`config.mk`:
```
export PLATFORM = sky130hd
export DESIGN_NAME = regfile_wr_arbiter
export DESIGN_NICKNAME = d
export VERILOG_FILES = /design/src/rtl/regfile_wr_arbiter.sv
export SDC_FILE = /design/constraint.sdc
export NUM_CORES = 1
export LEC_CHECK = 0
export BUFFER_PORTS_ARGS = -buffer_cell sky130_fd_sc_hd__buf_2
export CAP_MARGIN = 10
export CORE_MARGIN = 2
export CORE_UTILIZATION = 55
export CTS_CLUSTER_SIZE = 25
export DETAILED_ROUTE_END_ITERATION = 8
export PLACE_DENSITY = 0.86
export SYNTH_ARGS = -nofsm -noshare
export SYNTH_HDL_FRONTEND = slang
export SYNTH_SLANG_ARGS = --single-unit
```
`constraint.sdc`:
```
create_clock -name clk -period 3.7 [get_ports clk]
set_clock_uncertainty 0.2 [all_clocks]
set_input_delay 0.555 -clock clk [delete_from_list [all_inputs] [get_ports clk]]
set_output_delay 0.555 -clock clk [all_outputs]
set_load 0.05 [all_outputs]
```
`src/rtl/regfile_wr_arbiter.sv`:
```
// Shares the register-file write port between the main writeback (s0, with optional
// jump-and-link) and the long-latency unit (s1) using fixed priority plus anti-starvation.
module regfile_wr_arbiter #(
    parameter int unsigned STARVE_LIMIT = 4
) (
    input  logic        clk,
    input  logic        rst_n,
    input  logic        s0_valid,
    output logic        s0_ready,
    input  logic [4:0]  s0_addr,
    input  logic [31:0] s0_data,
    input  logic        s0_link,
    input  logic [31:0] s0_pc,
    input  logic        s1_valid,
    output logic        s1_ready,
    input  logic [4:0]  s1_addr,
    input  logic [31:0] s1_data,
    output logic        wr_en,
    output logic [4:0]  wr_addr,
    output logic [31:0] wr_data,
    output logic        busy
);

    typedef enum logic {
        IDLE,
        LINK2
    } state_e;

    localparam logic [3:0] LIMIT = 4'(STARVE_LIMIT);
    localparam logic [4:0] LINK_REG = 5'd31;

    state_e      state_q, state_d;
    logic [3:0]  starve_q, starve_d;
    logic [4:0]  link_addr_q, link_addr_d;
    logic [31:0] link_data_q, link_data_d;
    logic        wr_en_q, wr_en_d;
    logic [4:0]  wr_addr_q, wr_addr_d;
    logic [31:0] wr_data_q, wr_data_d;

    logic        s1_forced;
    logic        grant0;
    logic        grant1;
    logic        beat_en;
    logic [4:0]  beat_addr;
    logic [31:0] beat_data;

    assign s1_forced = (starve_q == LIMIT);

    always_ff @(posedge clk or negedge rst_n) begin
        if (!rst_n) begin
            state_q     <= IDLE;
            starve_q    <= 4'd0;
            link_addr_q <= 5'd0;
            link_data_q <= 32'd0;
            wr_en_q     <= 1'b0;
            wr_addr_q   <= 5'd0;
            wr_data_q   <= 32'd0;
        end else begin
            state_q     <= state_d;
            starve_q    <= starve_d;
            link_addr_q <= link_addr_d;
            link_data_q <= link_data_d;
            wr_en_q     <= wr_en_d;
            wr_addr_q   <= wr_addr_d;
            wr_data_q   <= wr_data_d;
        end
    end

    always_comb begin
        state_d     = state_q;
        starve_d    = starve_q;
        link_addr_d = link_addr_q;
        link_data_d = link_data_q;
        wr_en_d     = 1'b0;
        wr_addr_d   = wr_addr_q;
        wr_data_d   = wr_data_q;
        grant0      = 1'b0;
        grant1      = 1'b0;
        beat_en     = 1'b0;
        beat_addr   = 5'd0;
        beat_data   = 32'd0;

        case (state_q)
            IDLE: begin
                grant0 = s0_valid && !(s1_valid && s1_forced);
                grant1 = s1_valid && !grant0;

                if (grant1 || !s1_valid) begin
                    starve_d = 4'd0;
                end else if (starve_q >= LIMIT) begin
                    starve_d = LIMIT;
                end else begin
                    starve_d = starve_q + 4'd1;
                end

                // A link writes r31 first and parks the rd/rt beat for the following cycle.
                if (grant0) begin
                    beat_en = 1'b1;
                    if (s0_link) begin
                        beat_addr   = LINK_REG;
                        beat_data   = s0_pc + 32'd4;
                        link_addr_d = s0_addr;
                        link_data_d = s0_data;
                        state_d     = LINK2;
                    end else begin
                        beat_addr = s0_addr;
                        beat_data = s0_data;
                    end
                end else if (grant1) begin
                    beat_en   = 1'b1;
                    beat_addr = s1_addr;
                    beat_data = s1_data;
                end
            end

            LINK2: begin
                beat_en   = 1'b1;
                beat_addr = link_addr_q;
                beat_data = link_data_q;
                state_d   = IDLE;
            end

            default: begin
                state_d = IDLE;
            end
        endcase

        // r0 is hardwired to zero, so its beats become an all-zero no-write.
        if (beat_en) begin
            if (beat_addr == 5'd0) begin
                wr_en_d   = 1'b0;
                wr_addr_d = 5'd0;
                wr_data_d = 32'd0;
            end else begin
                wr_en_d   = 1'b1;
                wr_addr_d = beat_addr;
                wr_data_d = beat_data;
            end
        end
    end

    assign s0_ready = grant0;
    assign s1_ready = grant1;
    assign wr_en    = wr_en_q;
    assign wr_addr  = wr_addr_q;
    assign wr_data  = wr_data_q;
    assign busy     = (state_q == LINK2) | wr_en_q;

endmodule

```
==> results.cfg <==
[clock_tree]
cts-htree-levels = 3
hold_buffers = 0
clk_latency_ns = 0.35
cts.clk_slew.worst_paths_ns = 0.08
clock-sinks = 80
cts_buffers = 9
cts_setup_buffers = 0
post_cts_resized = 0
clockBufferDepth = 2
cts_tree = done
clock-root-buffer = clkbuf_8

[logic_synthesis]
avgSynthCellArea_um2 = 9.610
synthTopCellsByCount = 80 x dfrtp_1, 49 x nand2_1, 40 x o21ai_0
synth-adder-area-share_pct = 0.7987
yosys.area.top_type = dfrtp_1
synth.most_common_cell = dfrtp_1
synthTopCellsByArea = dfrtp_1 43%, mux2_2 7.2%, o21ai_0 4.3%
synth_seq_cells = 80
synth_compound_area_share_pct = 20.42
syn-instance-count = 489
synth.area.mux_share_pct = 8.040
yosys.cell_types.count = 57
yosysSeqAreaShare_pct = 42.60
async_flop_share_pct = 100.0
yosys.area_share.simple_pct = 16.77
synth_top_family_by_area = compound AO/OA/AOI/OAI gates
syn-cell-area_um2 = 4700
ys.flop_type = dfrtp_1
synth_edf_count = 0
synth_fp_nets = 603
synth.top_cell.area_share_pct = 42.60
yosys_warnings = 0
synth_xor_area_share_pct = 4.846

[critical_path]
path_delay_family = simple AND/OR/NAND/NOR gates
critical-path-max-stage-delay_ns = 0.55
worst_setup_path_end_kind = primary output
cp_max_fo = 8
path_cells = inv_1 > ha_1 > nand4b_1 > nand2_1 > nor2_1 > buf_2
crit_slowest_cell = nor2_1
cp.arrival_ns = 2.37
crit_required_ns = 2.94
startpoint_type = flop
crit_buf_inv = 2
path_class = flop to primary output

[timing]
worstMarginPinSlew_ns = 1.008
maxSlewViolCount = 0
relSlewSlack_pct = 32.80
maxClockFrequency_ghz = 0.3204
finalSetupViolations = 0
finalHoldViolations = 0
rsz0062_at_grt = false
period_needed_ns = 3.121
timing.final.ws_setup_ns = 0.5790
fin_tns_setup_ns = 0
finalCritPeriodShare_pct = 84.35

[drt]
ant_nets = 0
drt_wl_total_mm = 13.45
firstDrtPassIters = 5
wl_met2_mm = 6.554
drcViolationCount = 0
top_layer = met4
wl_met3_mm = 1.061
vias_per_cell = 6.084
initialDrtViolationCount = 343
dr_total_vias = 4484
post_drt_wl_per_cell_um = 18.25
wl_met1_mm = 5.551

[layout]
fillers = 697
n_antenna_cell = 0
syn2layout_area_growth_pct = 19.54
drive_gt1_share_pct = 35.13
seqCellArea_um2 = 2003
final_nets = 741
multiInputGateArea_um2 = 2400

[run_status]
status = completed

[place]
dpl_worst_slack_ns = 0.5144
port_buffers = 151
gp_congestion = 0.8782
dp_hpwl_mm = 9.546

[global_route]
grt_max_degree = 81
antenna_found_initial = 0
grt_pass1_wl_mm = 20.91
track_usage_pct = 29.45
first_global_vias = 4295
overflow = 0

[floorplan]
num_io_pins = 152
die_w_um = 96.44
coreArea_um2 = 8258
die-area_um2 = 9300
rows = 33
dieHeight_um = 96.44
start_util_pct = 56.91

[power]
ir_drop_mv = 0.2193
p_leak_nw = 2.546
power_mw = 2.422
p_per_area_nw_per_um2 = 431.0

[hold_path]
min_path_type = primary input to async pin

[run]
drv_cap = 0
## sequential cells by signal, indices dropped and copies added, names as in the netlist
signal,count
link_addr_q,5
wr_data,32
wr_en,1
wr_addr,5
starve_q,4
link_data_q,32
state_q,1
## cell families (layout without fill, tap and decap cells)
logic type | after synthesis | after routing
flops | 80 | 80
compound gates | 136 | 136
buf+inv | 55 | 198
mux | 34 | 34
simple gates | 155 | 155
xor+xnor | 26 | 26
fa+ha+maj | 3 | 3
## path summary, 6_finish.rpt
kind                       slack [ns]  cells after the start             end        start
max                              0.58                      6        s0_ready  starve_q[0]
min                              0.17                      1     wr_data[29]        rst_n
max reg2reg                      0.60                      9     wr_data[16]  starve_q[0]
min reg2reg                      0.27                      2      wr_addr[3]   wr_addr[3]
max in group asynchronous        2.43                      1         state_q        rst_n
min in group clk                 0.25                      2  link_addr_q[3]   s0_addr[3]
## per-stage QoR
step	instances	hold slack (ns)	util, %	cell area [um^2]
after global routing	737	0.2376	68.03	5618
final	737	0.1663	68.03	5618
after floorplan	489	0.05941	-	4700
after detailed placement	721	0.2587	66.05	5454
after CTS	737	0.2124	68.03	5618
after global placement	721	0.2638	66.05	5454
## cell usage in the layout (no fill, tap or decap), types with 5 or more instances in the layout
cell type,netlist,final
a211oi_1,7,7
a21oi_1,15,15
a221o_1,5,5
a221oi_1,20,20
a22o_1,9,9
a31oi_1,9,9
a32o_1,7,7
and3_1,5,5
buf_2,4,150
buf_4,0,13
clkbuf_8,7,9
dfrtp_1,80,79
inv_1,18,18
mux2_2,30,30
nand2_1,49,49
nand2b_1,7,7
nand3_1,21,21
nand4_1,5,5
nor2_1,31,31
nor3_1,10,9
nor4_1,7,7
o21ai_0,40,40
o31ai_1,6,6
xnor2_1,20,20
xor2_1,6,6
## per-layer routing
| layer | vias up | GRT usage (%) |
|---|---|---|
| met3 | 22 | 4.888 |
| li1 | 2076 | - |
| met2 | 218 | 47.97 |
| met4 | 0 | 12.09 |
| met1 | 2168 | 39.27 |
| met5 | - | 0 |
## cell type report
cell class | instances | share of cell area (%)
Inverter | 19 | 1.269
Clock buffer | 10 | 2.272
Multi-Input combinational cell | 354 | 42.72
Clock inverter | 6 | 0.6459
Tap cell | 105 | 2.339
Sequential cell | 80 | 35.66
Timing Repair Buffer | 163 | 15.10
## power breakdown
part | switching, mW | internal [mW]
clock | 0.317 | 0.240
sequential | 0.0799 | 1.01
combinational | 0.509 | 0.261
Note: power is estimated with default switching activity, not from simulation.
